--- src/rtl/difftest_commit_sched_pkg.sv ---
// rtl/difftest_commit_sched_pkg.sv - shared widths, FSM states and commit record layout
package difftest_commit_sched_pkg;

   localparam int DATA_WIDTH = 32;

   // Record layout: {pc, instr, npc, skip, ebreak}
   localparam int COMMIT_W = 3 * DATA_WIDTH + 2;

   typedef enum logic [1:0] {
      ST_RUN    = 2'd0,
      ST_DRAIN  = 2'd1,
      ST_HALTED = 2'd2,
      ST_HUNG   = 2'd3
   } state_t;

   typedef struct packed {
      logic [DATA_WIDTH-1:0] pc;
      logic [DATA_WIDTH-1:0] instr;
      logic [DATA_WIDTH-1:0] npc;
      logic                  skip;
      logic                  ebreak;
   } commit_t;

endpackage

--- src/rtl/difftest_commit_sched_if.sv ---
// rtl/difftest_commit_sched_if.sv - WB commit and difftest handshake bundle
// Ports (signals):
//   wb_valid/wb_ready + wb_pc/wb_instr/wb_npc/wb_skip/wb_ebreak : retire side
//   diff_valid/diff_ready + diff_pc/diff_instr/diff_npc/diff_skip : checker side
// master: simulation environment (drives WB, consumes commits)
// slave : commit scheduler
interface difftest_commit_sched_if;
   import difftest_commit_sched_pkg::*;

   logic                  wb_valid;
   logic                  wb_ready;
   logic [DATA_WIDTH-1:0] wb_pc;
   logic [DATA_WIDTH-1:0] wb_instr;
   logic [DATA_WIDTH-1:0] wb_npc;
   logic                  wb_skip;
   logic                  wb_ebreak;

   logic                  diff_valid;
   logic                  diff_ready;
   logic [DATA_WIDTH-1:0] diff_pc;
   logic [DATA_WIDTH-1:0] diff_instr;
   logic [DATA_WIDTH-1:0] diff_npc;
   logic                  diff_skip;

   modport master (
      output wb_valid, wb_pc, wb_instr, wb_npc, wb_skip, wb_ebreak, diff_ready,
      input  wb_ready, diff_valid, diff_pc, diff_instr, diff_npc, diff_skip
   );

   modport slave (
      input  wb_valid, wb_pc, wb_instr, wb_npc, wb_skip, wb_ebreak, diff_ready,
      output wb_ready, diff_valid, diff_pc, diff_instr, diff_npc, diff_skip
   );

endinterface

--- src/rtl/difftest_fifo.sv ---
// rtl/difftest_fifo.sv - show-ahead synchronous FIFO with fill count
// Ports:
//   clk, rst          : clock, synchronous active-high reset (clears storage too)
//   wr_en, wr_data    : push (ignored when full)
//   rd_en, rd_data    : pop (ignored when empty); rd_data is always the head
//   full, empty, count: status
module difftest_fifo #(
   parameter int WIDTH = 8,
   parameter int DEPTH = 4
) (
   input  logic                     clk,
   input  logic                     rst,
   input  logic                     wr_en,
   input  logic [WIDTH-1:0]         wr_data,
   input  logic                     rd_en,
   output logic [WIDTH-1:0]         rd_data,
   output logic                     full,
   output logic                     empty,
   output logic [$clog2(DEPTH):0]   count
);
   localparam int AW = $clog2(DEPTH);
   localparam int CW = AW + 1;

   logic [WIDTH-1:0] mem [DEPTH];
   logic [AW-1:0]    wr_ptr;
   logic [AW-1:0]    rd_ptr;
   logic             do_wr;
   logic             do_rd;

   assign full    = (count == CW'(DEPTH));
   assign empty   = (count == '0);
   assign do_wr   = wr_en && !full;
   assign do_rd   = rd_en && !empty;
   assign rd_data = mem[rd_ptr];

   always_ff @(posedge clk) begin
      if (rst) begin
         wr_ptr <= '0;
         rd_ptr <= '0;
         count  <= '0;
         for (int i = 0; i < DEPTH; i++) begin
            mem[i] <= '0;
         end
      end else begin
         if (do_wr) begin
            mem[wr_ptr] <= wr_data;
            wr_ptr      <= wr_ptr + AW'(1);
         end
         if (do_rd) begin
            rd_ptr <= rd_ptr + AW'(1);
         end
         case ({do_wr, do_rd})
            2'b10:   count <= count + CW'(1);
            2'b01:   count <= count - CW'(1);
            default: count <= count;
         endcase
      end
   end

endmodule

--- src/rtl/difftest_commit_sched.sv ---
// rtl/difftest_commit_sched.sv - orders WB commits towards the difftest checker
// Ports:
//   clk, rst  : clock, synchronous active-high reset
//   bus       : slave side of the WB/difftest handshake bundle
//   halt      : ebreak committed and all commits drained
//   hang      : no enqueue/dequeue for TIMEOUT cycles
//   occupancy : queued commit count
module difftest_commit_sched
   import difftest_commit_sched_pkg::*;
#(
   parameter int DEPTH   = 4,
   parameter int TIMEOUT = 1023
) (
   input  logic                   clk,
   input  logic                   rst,
   difftest_commit_sched_if.slave bus,
   output logic                   halt,
   output logic                   hang,
   output logic [$clog2(DEPTH):0] occupancy
);
   localparam int CW = $clog2(DEPTH) + 1;
   localparam int IW = $clog2(TIMEOUT + 1);

   state_t        state;
   state_t        state_nxt;
   commit_t       wr_rec;
   commit_t       rd_rec;
   logic          full;
   logic          empty;
   logic          enq;
   logic          deq;
   logic          timeout;
   logic [CW-1:0] count;
   logic [IW-1:0] idle;

   assign bus.wb_ready   = !full && (state == ST_RUN) && !rst;
   assign bus.diff_valid = !empty && (state != ST_HUNG);
   assign enq            = bus.wb_valid && bus.wb_ready;
   assign deq            = bus.diff_valid && bus.diff_ready;

   assign wr_rec = '{pc: bus.wb_pc, instr: bus.wb_instr, npc: bus.wb_npc,
                     skip: bus.wb_skip, ebreak: bus.wb_ebreak};

   difftest_fifo #(.WIDTH(COMMIT_W), .DEPTH(DEPTH)) u_fifo (
      .clk     (clk),
      .rst     (rst),
      .wr_en   (enq),
      .wr_data (wr_rec),
      .rd_en   (deq),
      .rd_data (rd_rec),
      .full    (full),
      .empty   (empty),
      .count   (count)
   );

   assign bus.diff_pc    = rd_rec.pc;
   assign bus.diff_instr = rd_rec.instr;
   assign bus.diff_npc   = rd_rec.npc;
   assign bus.diff_skip  = rd_rec.skip;

   assign occupancy = count;
   assign halt      = (state == ST_HALTED);
   assign hang      = (state == ST_HUNG);
   assign timeout   = (idle == IW'(TIMEOUT));

   always_ff @(posedge clk) begin
      if (rst) begin
         state <= ST_RUN;
      end else begin
         state <= state_nxt;
      end
   end

   // In DRAIN nothing is enqueued after the ebreak, so popping the ebreak
   // entry empties the queue; that pop beats a coinciding timeout.
   always_comb begin
      state_nxt = state;
      case (state)
         ST_RUN: begin
            if (timeout) begin
               state_nxt = ST_HUNG;
            end else if (enq && bus.wb_ebreak) begin
               state_nxt = ST_DRAIN;
            end
         end
         ST_DRAIN: begin
            if ((count == '0) || (deq && rd_rec.ebreak)) begin
               state_nxt = ST_HALTED;
            end else if (timeout) begin
               state_nxt = ST_HUNG;
            end
         end
         default: state_nxt = state;
      endcase
   end

   // Idle counter saturates at TIMEOUT so a long hang never wraps back to 0.
   always_ff @(posedge clk) begin
      if (rst) begin
         idle <= '0;
      end else if ((state == ST_RUN) || (state == ST_DRAIN)) begin
         if (enq || deq) begin
            idle <= '0;
         end else if (!timeout) begin
            idle <= idle + IW'(1);
         end
      end
   end

endmodule

--- src/flat_wrapper.sv ---
// flat-port wrapper written by rule: the top's interface ports become plain ports
module difftest_commit_sched_flat import difftest_commit_sched_pkg::*;
#(
   parameter int DEPTH   = 4,
   parameter int TIMEOUT = 1023
)
  (clk, rst, halt, hang, occupancy, bus_wb_valid, bus_wb_pc, bus_wb_instr, bus_wb_npc, bus_wb_skip, bus_wb_ebreak, bus_diff_ready, bus_wb_ready, bus_diff_valid, bus_diff_pc, bus_diff_instr, bus_diff_npc, bus_diff_skip);
  difftest_commit_sched_if bus_i ();
  input  logic clk;
  input  logic rst;
  output logic halt;
  output logic hang;
  output logic [$clog2(DEPTH):0] occupancy;
  input wire logic [$bits(bus_i.wb_valid)-1:0] bus_wb_valid;
  input wire logic [$bits(bus_i.wb_pc)-1:0] bus_wb_pc;
  input wire logic [$bits(bus_i.wb_instr)-1:0] bus_wb_instr;
  input wire logic [$bits(bus_i.wb_npc)-1:0] bus_wb_npc;
  input wire logic [$bits(bus_i.wb_skip)-1:0] bus_wb_skip;
  input wire logic [$bits(bus_i.wb_ebreak)-1:0] bus_wb_ebreak;
  input wire logic [$bits(bus_i.diff_ready)-1:0] bus_diff_ready;
  output wire logic [$bits(bus_i.wb_ready)-1:0] bus_wb_ready;
  output wire logic [$bits(bus_i.diff_valid)-1:0] bus_diff_valid;
  output wire logic [$bits(bus_i.diff_pc)-1:0] bus_diff_pc;
  output wire logic [$bits(bus_i.diff_instr)-1:0] bus_diff_instr;
  output wire logic [$bits(bus_i.diff_npc)-1:0] bus_diff_npc;
  output wire logic [$bits(bus_i.diff_skip)-1:0] bus_diff_skip;
  assign bus_i.wb_valid = bus_wb_valid;
  assign bus_i.wb_pc = bus_wb_pc;
  assign bus_i.wb_instr = bus_wb_instr;
  assign bus_i.wb_npc = bus_wb_npc;
  assign bus_i.wb_skip = bus_wb_skip;
  assign bus_i.wb_ebreak = bus_wb_ebreak;
  assign bus_i.diff_ready = bus_diff_ready;
  assign bus_wb_ready = bus_i.wb_ready;
  assign bus_diff_valid = bus_i.diff_valid;
  assign bus_diff_pc = bus_i.diff_pc;
  assign bus_diff_instr = bus_i.diff_instr;
  assign bus_diff_npc = bus_i.diff_npc;
  assign bus_diff_skip = bus_i.diff_skip;
  difftest_commit_sched #(.DEPTH(DEPTH), .TIMEOUT(TIMEOUT)) u_core (.clk(clk), .rst(rst), .bus(bus_i), .halt(halt), .hang(hang), .occupancy(occupancy));
endmodule
--- config.mk ---
export PLATFORM = sky130hd
export DESIGN_NAME = difftest_commit_sched_flat
export DESIGN_NICKNAME = d
export VERILOG_FILES = /design/src/rtl/difftest_commit_sched_pkg.sv /design/src/rtl/difftest_commit_sched_if.sv /design/src/rtl/difftest_fifo.sv /design/src/rtl/difftest_commit_sched.sv /design/src/flat_wrapper.sv
export SDC_FILE = /design/constraint.sdc
export NUM_CORES = 1
export LEC_CHECK = 0
export BUFFER_PORTS_ARGS = -buffer_cell sky130_fd_sc_hd__buf_2
export CORE_MARGIN = 1
export CORE_UTILIZATION = 35
export DETAILED_ROUTE_END_ITERATION = 10
export PLACE_DENSITY_LB_ADDON = 0.25
export SKIP_CTS_REPAIR_TIMING = 1
export SLEW_MARGIN = 20
export SYNTH_ARGS = -nofsm -noshare
export SYNTH_HDL_FRONTEND = slang
export SYNTH_SLANG_ARGS = --single-unit
export TNS_END_PERCENT = 5
--- constraint.sdc ---
create_clock -name clk -period 18.4 [get_ports clk]
set_input_delay 1.84 -clock clk [delete_from_list [all_inputs] [get_ports clk]]
set_output_delay 1.84 -clock clk [all_outputs]
set_load 0.01 [all_outputs]
# After elaboration in Yosys (flattened, before gate mapping)
# Memory sizes are Yosys's and may differ from the RTL's. A register that Yosys moved wholly into a read port is not among the register bits.
# Index checks and enable logic that the tools add are counted.
# word_totals
n_memories	1
input_bits	102
output_inout_bits	104
ramBits	392
wordCells	62
register_bits	19
# classes
mux	18
n_reduce_logical	22
addsub	5
n_eq_ne	11
# mem_list
name	words	width	read_ports	rd_ports_with_merged_regs	wr	line_no	source
u_core.u_fifo.mem	4	98	1	1	4	difftest_fifo.sv:24	logic [WIDTH-1:0] mem [DEPTH];
# ops
op	count
98-bit 2-to-1 mux	1
98-bit OR reduction	1
10-bit 2-to-1 mux	2
2-bit 2-to-1 mux	7
10-bit by 1-bit adder with 10-bit output (second input constant)	1
10-bit equality test (second input constant)	1
1-bit logical AND	9
2-bit equality test (second input constant)	3
1-bit 2-to-1 mux	6
3-bit case mux with 2 select lines	1
2-bit by 1-bit adder with 2-bit output (second input constant)	2
2-bit by 1-bit equality test with 1-bit output (second input constant)	2
2-bit inequality test (second input constant)	2
2-bit case mux with 2 select lines	1
2-bit nonzero test	2
3-bit by 1-bit adder with 3-bit output (second input constant)	1
3-bit equality test (second input constant)	1
1-bit logical NOT	3
3-bit logical NOT	1
1-bit logical OR	3
3-bit by 1-bit inequality test with 1-bit output (second input constant)	1
3-bit by 2-bit inequality test with 1-bit output (second input constant)	1
3-bit AND reduction	1
3-bit by 1-bit subtractor with 3-bit output (second input constant)	1
2 further kinds	2

# Longest topological paths before layout
# Gate-level depths: netlist of the first run.
# depth
ltp_word	11
ltp_mapped	10
mapped_depth_nobuf	9

# By module
# Synthesis of the first run repeated with hierarchy kept, for this count alone.
# hier_totals
hier_cells	1090
area_unflattened_um2	18107.4
# modules_own_cells
module	cells_each	instances	area_each_um2	seq_area_each_um2
difftest_fifo	998	1	17275.3	11951.5
difftest_commit_sched	92	1	832.0	240.2

# Worst setup path after synthesis of the first run
# Ideal clock, no wire load.
# synth_path
path_kind	input to register
startpoint	input port rst
endpoint	memory u_core.u_fifo.mem[3][0] in the netlist's numbering (enable)
required_time_ps	17845
stages	5
t_arrival_ps	6956
n_path_buf	1
setup_time_ps	555
setup_slack_ps	10889
path_cell_list	or4b_1 -> nor2_2 -> clkbuf_1 -> a21oi_1 -> nor2_1
# synth_rtl
item	line_no	source
start, declared	flat_wrapper.sv:10	input logic rst;
end, declared	difftest_fifo.sv:24	

==> flow_metrics.py, run 1 <==
metrics = {
    "min_path": {
        "hold_start": "u_core.idle[4]",
        "worstHoldEndpoint": "u_core.idle[4]",
        "hold_depth": 2,
        "hp-class": "reg2reg",
    },
    "synthesis": {
        "synth_cell_types": 47,
        "syn_avg_cell_area_um2": 16.48,
        "synth_flop_cell": "edfxtp_1",
        "synth_seq_cells": 413,
        "syn_nets": 1192,
        "syn_inst": 1087,
        "async_flop_share_pct": 0,
        "syn-cell-area_mm2": 0.01791,
        "ys_seq_area_share_pct": 68.07,
        "yosys_warnings": 0,
        "synth_edf_count": 392,
    },
    "final_layout": {
        "final_common_cell": "and2_1",
        "final_cell_mix": "393 x and2_1, 392 x edfxtp_1, 205 x buf_2, 98 x mux4_2, 45 x clkbuf_16",
        "drive_gt1_share_pct": 29.59,
        "fin_nets": 1388,
        "stdcell_area_mm2": 0.02102,
        "syn_to_final_growth_pct": 17.37,
        "fillers": 4635,
        "fin_util_pct": 41.81,
    },
    "floorplanning": {
        "die-height_um": 228.2,
        "fp.dieW_um": 228.2,
        "coreArea_mm2": 0.05027,
        "initial_core_util_pct": 35.62,
        "die_area_mm2": 0.05208,
        "rows": 82,
        "pin_count": 206,
    },
    "routing": {
        "drt-total-wl_mm": 41.91,
        "vias": 9582,
        "wl_per_cell_um": 21.03,
        "antenna_left": 0,
        "drt_pass1_iterations": 4,
        "avgViaCountPerCell": 4.808,
        "drtIter0Drc": 664,
        "drc": 0,
    },
    "cts": {
        "cts_tree": "done",
        "root_buffer": "clkbuf_16",
        "numCtsBuffers": 44,
        "clock_latency_ns": 0.55,
        "clk_path_buf_depth": 3,
        "htreeDepth": 2,
        "clkSlewWorstSetupHoldPaths_ns": 0.06,
        "cts.sinks": 413,
    },
    "global_route": {
        "grt_max_degree": 100,
        "antenna_found_initial": 9,
        "gr-total-overflow": 0,
        "track_usage_pct": 16.19,
        "grt_pass1_wl_mm": 63.52,
        "grt_pass1_vias": 10101,
    },
    "sta": {
        "maxSlewViolCount": 0,
        "timing_hold_violations_final": 0,
        "timing.final.setup_violations": 0,
        "fin_tns_setup_ns": 0,
        "max_freq_mhz": 192.6,
        "rsz0062_at_grt": "false",
        "worst_pin_slew_ns": 1.104,
        "period_minus_slack_ns": 5.192,
        "clock_skew_ns": 0.01434,
        "post-route-period-util_pct": 28.22,
        "max_slew_margin_pct": 26.37,
    },
    "critical_path": {
        "criticalPathCategory": "in2reg",
        "cp_max_fo": 53,
        "r2r-end": "u_core.u_fifo.mem[1][63]",
        "r2r_setup_slack_ns": 14.23,
        "cp.required_ns": 18.56,
        "critPathLaunchType": "primary input",
        "setup.worst_path.end_class": "flip-flop",
        "r2r-start": "u_core.state[1]",
        "r2r_cells": 7,
        "cp.arrival_ns": 5.35,
    },
    "job": {
        "maxCapViolCount": 0,
    },
    "power": {
        "cellPowerDensity_mw_per_mm2": 121.9,
        "p_leak_uw": 0.007790,
        "peakVddDrop_mv": 0.06047,
    },
    "placement": {
        "gp_congestion": 0.7744,
        "place_area_mm2": 0.01960,
        "dp.final_hpwl_mm": 24.00,
        "io_buffers": 205,
    },
    "run_status": {
        "outcome": "complete, no violations",
    },
}
==> cells in the mapped netlist, types with 7 or more instances <==
library cell    n  share of area [%]
nor2_1         13               0.27
dfxtp_1        21                2.3
inv_1           8               0.17
edfxtp_1      392                 66
a31oi_1         7               0.24
buf_2          10               0.28
nand3_1        10               0.28
a21oi_1         8               0.22
clkbuf_1       38               0.80
clkbuf_2       19               0.53
nand2_1         7               0.15
mux4_2         98                 12
and2_1        393                 14
==> layout make-up <==
cell class              count  area [um^2]  share of cell area [%]
clock buffers              68         1292                   6.148
diodes                      3        7.507                 0.03571
multi-input cells         595         5396                   25.67
flip-flops and latches    413        12200                   58.03
inverters                   9        33.78                  0.1607
repair buffers            220         1162                   5.529
well taps                 672        840.8                   4.000
clock inverters            13        88.84                  0.4226
==> per-layer routing <==
metal | vias to the layer above | share of wire (%) | global-route usage, %
li1 | 4427 | - | -
met1 | 4822 | 44 | 21.74
met2 | 254 | 49 | 26.73
met3 | 67 | 5.3 | 3.537
met4 | 12 | 1.8 | 3.859
met5 | - | 0.21 | 0
==> cell families after synthesis <==
kind of cell	Yosys count	share of synthesized area, %
XOR/XNOR	5	0.2445
AND/OR/NAND/NOR	456	15.85
buffers and inverters	79	1.942
AO/OA/AOI/OAI	28	1.034
adder cells (fa/ha/maj)	3	0.2515
flip-flops	413	68.07
multiplexers	103	12.60
==> worst max path at each step <==
stage               cells past startpoint                  endpoint  slack [ns]  start
finish                                  8  u_core.u_fifo.mem[1][63]       13.21    rst
global route                            8  u_core.u_fifo.mem[1][59]       12.97    rst
CTS                                     8  u_core.u_fifo.mem[1][59]       13.19    rst
detailed placement                      8  u_core.u_fifo.mem[1][63]       12.62    rst
global placement                        8  u_core.u_fifo.mem[1][62]       12.63    rst
floorplan                               5   u_core.u_fifo.mem[3][0]       10.89    rst
==> where the power goes <==
part / internal, uW / switching (uW)
sequential: 1140 / 42.1
combinational: 239 / 294
clock: 496 / 349
==> flip-flops by register name (all words and copies together) (netlist names), named ones only <==
name                  cells
u_core.u_fifo.wr_ptr      2
u_core.u_fifo.rd_ptr      2
u_core.state              2
u_core.u_fifo.mem       392
u_core.u_fifo.count       3
u_core.idle              10
==> through the flow <==
stage | setup slack (ns) | hold slack, ns | power (uW) | std cells
after CTS | 13.19 | 0.5067 | 2602 | 1989
after global placement | 12.63 | 0.4949 | 1745 | 1908
final | 13.21 | 0.5140 | 2561 | 1993
after detailed placement | 12.62 | 0.4973 | 1752 | 1908
after global routing | 12.97 | 0.5383 | 2677 | 1990
after floorplan | 10.89 | 0.4764 | 1537 | 1087
==> critical path, stage by stage <==
cell and delay, ns:
buf_2 0.24, or4b_1 0.57, nor2_4 0.10, buf_4 0.41
inv_2 0.35, nor3b_4 0.29, or2_4 0.65, buf_4 0.75
Note: power is estimated with default switching activity, not from simulation.
==> run 2, diff against run 1 <==
- clock period: 18.4 -> 4.7 ns (I/O delays scaled with it)
==> run 2 against run 1 <==
Compared with the run above:
- cell area up 0.89%
- sequential share of layout area down 0.51 points
- worst setup slack worse by 12 ns
- combinational power rose to 3.8 times the previous value
- critical path depth down 1
- clock power rose to 4.2 times the previous value
- via count up 1.7%
- routed wire length up 0.21%
- core utilization up 0.37 points
- final cell count up 0.10%
- critical path type is now reg2reg
==> flow_metrics.py, run 2 (synthesized netlist as in run 1, its figures left out) <==
metrics = {
    "run_status": {
        "outcome": "complete, no violations",
    },
    "job": {
        "maxCapViolCount": 0,
    },
    "sta": {
        "maxSlewViolCount": 0,
        "post-route-period-util_pct": 67.44,
        "fin_ws_ns": 1.530,
        "timing_hold_violations_final": 0,
        "rsz0062_at_grt": "false",
        "max_freq_mhz": 315.5,
        "hold_slack_ns": 0.2096,
        "timing.final.setup_violations": 0,
        "worst_pin_slew_ns": 0.8825,
        "fin_tns_setup_ns": 0,
        "clock_skew_ns": 0.009741,
        "period_minus_slack_ns": 3.170,
        "max_slew_margin_pct": 41.17,
    },
    "cts": {
        "cts_tree": "done",
        "root_buffer": "clkbuf_16",
        "clk_path_buf_depth": 3,
        "numCtsBuffers": 47,
        "cts.sinks": 413,
        "clkSlewWorstSetupHoldPaths_ns": 0.06,
        "htreeDepth": 2,
        "clock_latency_ns": 0.57,
    },
    "global_route": {
        "track_usage_pct": 16.38,
        "antenna_found_initial": 9,
        "grt_pass1_wl_mm": 64.21,
        "grt_max_degree": 99,
        "grt_pass1_vias": 10513,
        "gr-total-overflow": 0,
    },
    "placement": {
        "gp_congestion": 0.7261,
        "dp.final_hpwl_mm": 22.89,
        "io_buffers": 205,
        "place_area_mm2": 0.01974,
        "post-place-ws_ns": 1.304,
        "place_inst": 1914,
    },
    "floorplanning": {
        "rows": 82,
        "coreArea_mm2": 0.05027,
        "die_area_mm2": 0.05208,
        "pin_count": 206,
        "initial_core_util_pct": 35.62,
        "fp.dieW_um": 228.2,
        "die-height_um": 228.2,
    },
    "critical_path": {
        "cp.arrival_ns": 3.60,
        "cp_max_fo": 54,
        "r2r-end": "u_core.u_fifo.mem[1][28]",
        "crit_path_end": "u_core.u_fifo.mem[1][28]",
        "crit_path_cell_trace": "or4b_1 > nor2_4 > inv_2 > nor3b_4 > buf_4 > buf_4 > and2_1",
        "r2r_cells": 7,
        "setup.worst_path.end_class": "flip-flop",
        "critPathLaunchType": "flip-flop",
        "cpPeakStageDelay_ns": 0.61,
        "crit_top_cell": "buf_4",
        "criticalPathCategory": "reg2reg",
        "r2r-start": "u_core.state[1]",
        "r2r_setup_slack_ns": 1.53,
        "critPathLaunch": "u_core.state[1]",
        "cp.required_ns": 5.14,
        "crit_slowest_cell": "or4b_1",
    },
    "min_path": {
        "hp-class": "in2reg",
        "hold_start": "bus_wb_pc[7]",
    },
    "routing": {
        "drc": 0,
        "wl_per_cell_um": 21.05,
        "drt-total-wl_mm": 42.00,
        "avgViaCountPerCell": 4.883,
        "antenna_left": 0,
        "vias": 9741,
        "drt_pass1_iterations": 4,
        "drtIter0Drc": 521,
    },
    "power": {
        "p_seq_share_pct": 45.6,
        "p_sw_uw": 2726,
        "power_frac_clock_pct": 34.4,
        "intPower_uw": 7530,
        "p_leak_uw": 0.007864,
        "power_frac_comb_pct": 20.0,
        "cellPowerDensity_mw_per_mm2": 483.6,
        "peakVddDrop_mv": 0.2785,
        "p_sw_share_pct": 26.58,
    },
    "final_layout": {
        "stdcell_area_mm2": 0.02121,
        "max_flop_register": "u_core.u_fifo.mem",
        "reg.largest.list": "u_core.u_fifo.mem x392, u_core.idle x10, u_core.u_fifo.count x3",
        "drive_gt1_share_pct": 29.90,
        "final_common_cell": "and2_1",
        "fin_nets": 1396,
        "largest_reg_flops": 392,
        "final_cell_mix": "393 x and2_1, 392 x edfxtp_1, 205 x buf_2, 98 x mux4_2, 49 x clkbuf_16",
        "syn_to_final_growth_pct": 18.42,
        "final_cells": 1995,
    },
}
==> run 2: cell count changes in the layout (fill, tap and decap cells not counted), sizes merged <==
cell,before,now
buf,220,225
bufinv,1,4
clkbuf,68,58
clkinv,10,15
clkinvlp,0,2
diode,3,2
inv,11,9
==> run 2: cell type report <==
class                      count  area [um^2]
fill                        4607        29070
sequential                   413        12200
multi-input combinational    595         5396
timing repair buffer         225         1276
clock buffer                  58         1260
tap                          672        840.8
clock inverter                21        196.4
inverter                       9        33.78
antenna                        2        5.005
==> run 2: worst max-delay path, delay by kind of cell (launching register included) <==
family	cells	cell delay [ns]
AND/OR/NAND/NOR	4	1.21
buffers and inverters	3	1.32
flip-flops	1	0.44
==> run 2: how the worst min path moves through the flow <==
| stage | slack, ns | cells past startpoint | to |
|---|---|---|---|
| 3_3_place_gp | 0.50 | 2 | u_core.idle[0] |
| 5_1_grt | 0.19 | 2 | u_core.u_fifo.mem[0][73] |
| 6_report | 0.21 | 2 | u_core.u_fifo.mem[2][73] |
| 4_1_cts | 0.17 | 2 | u_core.u_fifo.mem[0][73] |
| 3_5_place_dp | 0.51 | 2 | u_core.idle[4] |
| 2_1_floorplan | 0.48 | 2 | u_core.idle[4] |
==> run 2: metrics by stage <==
step | total power (uW) | util, %
global route | 10720 | 42.18
detailed placement | 6879 | 39.27
CTS | 10430 | 42.16
floorplan | 6011 | -
global placement | 6842 | 39.27
finish | 10260 | 42.19
==> run 2: power by group through the flow <==
stage	combinational, uW	clock, uW	sequential, uW
detailed placement	2110	0	4770
global placement	2090	0	4750
CTS	2110	3620	4700
floorplan	1390	0	4620
finish	2050	3530	4680
global route	2230	3760	4740
==> run 2: per-layer routing <==
layer,vias to the layer above,share of wire [%],GRT usage [%]
met4,14,1.9,5.180
li1,4440,-,-
met5,-,0.22,0
met3,64,4.8,3.625
met2,205,49,26.71
met1,5018,44,21.78
